**src/rtl/mem_arbiter.sv**
```systemverilog
// mem_arbiter: arbitrates instruction fetch and data access onto one single-port memory
// Ports: clk/rst_n (async active-low); if_req/if_addr fetch request; d_re/d_we/d_addr/d_wdata data request;
//        mem_* shared memory side (registered address/data/strobes, mem_rdy completion);
//        if_rdata/if_valid, d_rdata/d_valid completion; stall_if/stall_d combinational stalls; err timeout pulse.
module mem_arbiter #(
  parameter int TIMEOUT = 15
) (
  input  logic        clk,
  input  logic        rst_n,
  input  logic        if_req,
  input  logic [15:0] if_addr,
  input  logic        d_re,
  input  logic        d_we,
  input  logic [15:0] d_addr,
  input  logic [15:0] d_wdata,
  input  logic [15:0] mem_rdata,
  input  logic        mem_rdy,
  output logic [15:0] mem_addr,
  output logic [15:0] mem_wdata,
  output logic        mem_re,
  output logic        mem_we,
  output logic [15:0] if_rdata,
  output logic [15:0] d_rdata,
  output logic        if_valid,
  output logic        d_valid,
  output logic        stall_if,
  output logic        stall_d,
  output logic        err
);
  typedef enum logic [1:0] {IDLE, FETCH, DATA} state_t;
  state_t     r_state;
  logic [3:0] r_cnt;
  logic       w_dreq, w_blk, w_tout;
  assign w_dreq   = d_re | d_we;
  // a requester still sees its request high during its valid cycle; don't regrant it
  assign w_blk    = if_valid | d_valid;
  assign w_tout   = r_cnt == 4'(TIMEOUT - 1);
  assign stall_if = if_req & ~if_valid;
  assign stall_d  = w_dreq & ~d_valid;
  always_ff @(posedge clk or negedge rst_n) begin
    if (!rst_n) begin
      r_state   <= IDLE;
      r_cnt     <= '0;
      mem_addr  <= '0;
      mem_wdata <= '0;
      mem_re    <= 1'b0;
      mem_we    <= 1'b0;
      if_rdata  <= '0;
      d_rdata   <= '0;
      if_valid  <= 1'b0;
      d_valid   <= 1'b0;
      err       <= 1'b0;
    end else begin
      if_valid <= 1'b0;
      d_valid  <= 1'b0;
      err      <= 1'b0;
      case (r_state)
        IDLE: begin
          if (!w_blk && w_dreq) begin
            r_state   <= DATA;
            r_cnt     <= '0;
            mem_addr  <= d_addr;
            mem_wdata <= d_wdata;
            mem_we    <= d_we;
            mem_re    <= d_re & ~d_we;
          end else if (!w_blk && if_req) begin
            r_state   <= FETCH;
            r_cnt     <= '0;
            mem_addr  <= if_addr;
            mem_wdata <= '0;
            mem_we    <= 1'b0;
            mem_re    <= 1'b1;
          end
        end
        default: begin
          if (mem_rdy || w_tout) begin
            r_state <= IDLE;
            mem_re  <= 1'b0;
            mem_we  <= 1'b0;
            err     <= ~mem_rdy;
            if (r_state == FETCH) begin
              if_valid <= 1'b1;
              if_rdata <= mem_rdy ? mem_rdata : 16'h0000;
            end else begin
              d_valid <= 1'b1;
              // writes leave d_rdata alone; a timeout clears it
              if (!mem_rdy) d_rdata <= 16'h0000;
              else if (mem_re) d_rdata <= mem_rdata;
            end
          end else begin
            r_cnt <= r_cnt + 4'd1;
          end
        end
      endcase
    end
  end
endmodule

```
**config.mk**
```make
export PLATFORM = sky130hd
export DESIGN_NAME = mem_arbiter
export DESIGN_NICKNAME = d
export VERILOG_FILES = /design/src/rtl/mem_arbiter.sv
export SDC_FILE = /design/constraint.sdc
export NUM_CORES = 1
export LEC_CHECK = 0
export CAP_MARGIN = 0
export CORE_UTILIZATION = 44
export DETAILED_ROUTE_END_ITERATION = 8
export PLACE_DENSITY = 0.85
export SYNTH_ARGS = -nofsm -noshare
export SYNTH_HDL_FRONTEND = slang
export SYNTH_SLANG_ARGS = --single-unit
```
**constraint.sdc**
```tcl
create_clock -name clk -period 4.4 [get_ports clk]
set_clock_uncertainty 0.05 [all_clocks]
set_input_delay 0.66 -clock clk [delete_from_list [all_inputs] [get_ports clk]]
set_output_delay 0.66 -clock clk [all_outputs]
set_load 0.005 [all_outputs]
```
==> flow_metrics.py <==
metrics = {
    "sta": {
        "slew_headroom_pct": 26.5,
        "hold_violations": 0,
        "finalSetupTns_ps": 0,
        "setup_slack_ps": 1220,
        "worstMarginPinSlew_ps": 1100,
        "rsz0062_at_grt": "false",
        "setup_viol": 0,
        "period_share_pct": 72.2,
        "layout_min_cycle_time_ps": 3180,
        "clock.fmax_ghz": 0.315,
        "slew_viol_final": 0,
    },
    "clock_network": {
        "clockBufferDepth": 2,
        "cts.sinks": 75,
        "htree_levels": 3,
        "insertion_delay_ps": 340,
        "cts_buffers": 9,
        "cts-root-buf": "clkbuf_8",
        "cts_tree": "built",
        "cts_hold_buffers": 0,
        "post_cts_resize_count": 0,
        "clk_pin_slew_worst_paths_ps": 80,
        "post_cts_buffers": 0,
    },
    "floorplanning": {
        "die_h_um": 85.5,
        "io_pins": 141,
        "die-area_sq_um": 7310,
        "row_count": 30,
        "die_w_um": 85.5,
        "core_area_sq_um": 6760,
        "start_util_pct": 45.4,
    },
    "place": {
        "place_congestion": 0.915,
        "placed_area_sq_um": 4480,
        "port_buffers": 140,
        "place_hpwl_mm": 5.77,
        "place_ws_ps": 1280,
    },
    "routing": {
        "post_drt_wl_per_cell_um": 17.1,
        "drt_pass1_iterations": 5,
        "totalWireLength_mm": 8.03,
        "drc": 0,
        "vias": 2680,
        "met2_length_mm": 3.73,
        "wl_met3_um": 757,
        "drt_first_iter_violations": 159,
        "wl_met1_mm": 3.39,
        "postRouteAntennaNets": 0,
        "via_per_inst": 5.70,
        "top_layer_used": "met4",
    },
    "logic_synthesis": {
        "yosysWarnings": 0,
        "synth_edf_count": 0,
        "yosysMostFrequentCell": "dfrtp_1",
        "yosys.area.top_type_share_pct": 61.2,
        "syn_area_per_cell_sq_um": 12.1,
        "synth.net_count": 325,
        "synth_cell_types": 37,
        "synth_area_sq_um": 3070,
        "synth_seq_area_share_pct": 61.2,
        "ys_top_cells_by_area": "dfrtp_1 61%, a22o_1 14%, a31oi_1 3.3%",
        "ys_seq_elements": 75,
        "synth_ff_type": "dfrtp_1",
        "netlist_instances": 253,
        "async_flop_share_pct": 100,
        "synth_common_cells": "75 x dfrtp_1, 48 x a22o_1, 19 x nand3_1, 17 x o21ai_0",
        "synth_area_leader_cell": "dfrtp_1",
    },
    "global_routing": {
        "grt_max_degree": 76,
        "track_usage_pct": 22.9,
        "grt_pass1_vias": 2607,
        "grt-ovfl-total": 0,
        "grt_pass1_wl_mm": 13.0,
        "antenna_found_initial": 0,
    },
    "setup_path": {
        "required_ps": 3690,
        "criticalPathCategory": "input port to primary output",
        "slowest_stage": "nor2_1",
        "start_kind": "input port",
        "endpoint_kind": "primary output",
        "cp_max_fo": 19,
        "crit_chain": "clkdlybuf4s50_1 > nor2_1 > nor2_1 > clkdlybuf4s50_1",
        "cpPeakStageDelay_ps": 760,
        "cp.arrival_ps": 2470,
    },
    "cells_and_area": {
        "syn2layout_area_growth_pct": 52.9,
        "fin_nets": 457,
        "fillCellCount": 496,
        "layout-drive-gt1-share_pct": 6.67,
        "utilization_pct": 69.4,
        "multi_input_area_sq_um": 1080,
        "seq_area_sq_um": 1880,
        "design_area_sq_um": 4690,
        "diodes": 0,
    },
    "min_path": {
        "hold_path.class": "input port to asynchronous set/reset pin",
    },
    "status": {
        "status": "finished clean",
    },
    "power": {
        "ir_worst_vdd_mv": 0.268,
        "leakage_nw": 2.01,
        "p_per_area_nw_per_um2": 664,
    },
    "job": {
        "maxCapViolCount": 0,
    },
}
## per-stage QoR
| stage | hold slack [ps] | power [mW] | cells |
|---|---|---|---|
| final | 394 | 3.11 | 470 |
| after global routing | 473 | 3.31 | 470 |
| after CTS | 421 | 3.14 | 470 |
| after detailed placement | 431 | 2.58 | 454 |
| after global placement | 432 | 2.54 | 454 |
| after floorplan | 314 | 1.77 | 253 |
## cell type report
cell class / count / share of cell area, %
repair buffers: 142 / 30.2
inverters: 2 / 0.160
flip-flops and latches: 75 / 40.0
clock buffers: 9 / 2.64
clock inverters: 7 / 1.79
multi-input cells: 155 / 23.1
well taps: 80 / 2.14
## critical path, delay by kind of cell
family,cells,cell delay (ps)
simple gates,2,840
buf+inv,2,960
## path summary, 6_finish.rpt
kind / start / cells after the start / end / slack, ps
max: d_we / 4 / stall_d / 1220
min: rst_n / 1 / if_rdata[6] / 390
max reg2reg: if_valid / 3 / mem_wdata[1] / 2230
min reg2reg: d_rdata[6] / 1 / d_rdata[6] / 460
max in group asynchronous: rst_n / 1 / r_state[0] / 3340
min in group clk: d_rdata[6] / 1 / d_rdata[6] / 460
## flip-flops by register name, indices dropped and copies added (netlist names), 2 cells and up
register / cells
d_rdata: 16
if_rdata: 16
mem_addr: 16
mem_wdata: 16
r_cnt: 4
r_state: 2
## where the power goes
part / switching (mW) / total, mW / internal [mW]
combinational: 0.508 / 1.35 / 0.844
sequential: 0.213 / 1.22 / 1.01
clock: 0.272 / 0.543 / 0.272
## cell usage in the layout, fill, tap and decap left out, types with 2 or more instances in the layout
cell	count
buf_4	3
nand2_1	2
dfrtp_1	75
inv_6	2
o21ai_0	17
or2_2	2
nor2_1	6
and2_1	2
ha_1	2
a21oi_1	16
a22o_1	48
mux2i_1	3
a32o_1	2
nand3_1	19
clkdlybuf4s50_1	139
clkbuf_8	9
o2bb2ai_1	3
or2_1	2
clkinv_4	2
a31oi_1	16
## layer usage
layer	track usage, %	vias to the layer above
met2	36.9	154
li1	-	1225
met1	29.0	1286
met3	6.71	15
met5	0	-
met4	9.70	0
## cells by family (layout without fill, tap and decap cells)
logic type | after synthesis | count (layout) | synth area share (%)
AO/OA/AOI/OAI | 107 | 107 | 25.5
adder cells (fa/ha/maj) | 2 | 2 | 0.816
buffers and inverters | 23 | 160 | 3.71
flip-flops | 75 | 75 | 61.2
multiplexers | 3 | 3 | 0.979
AND/OR/NAND/NOR | 43 | 43 | 7.75
No activity file was read; power rests on OpenSTA's default activity.
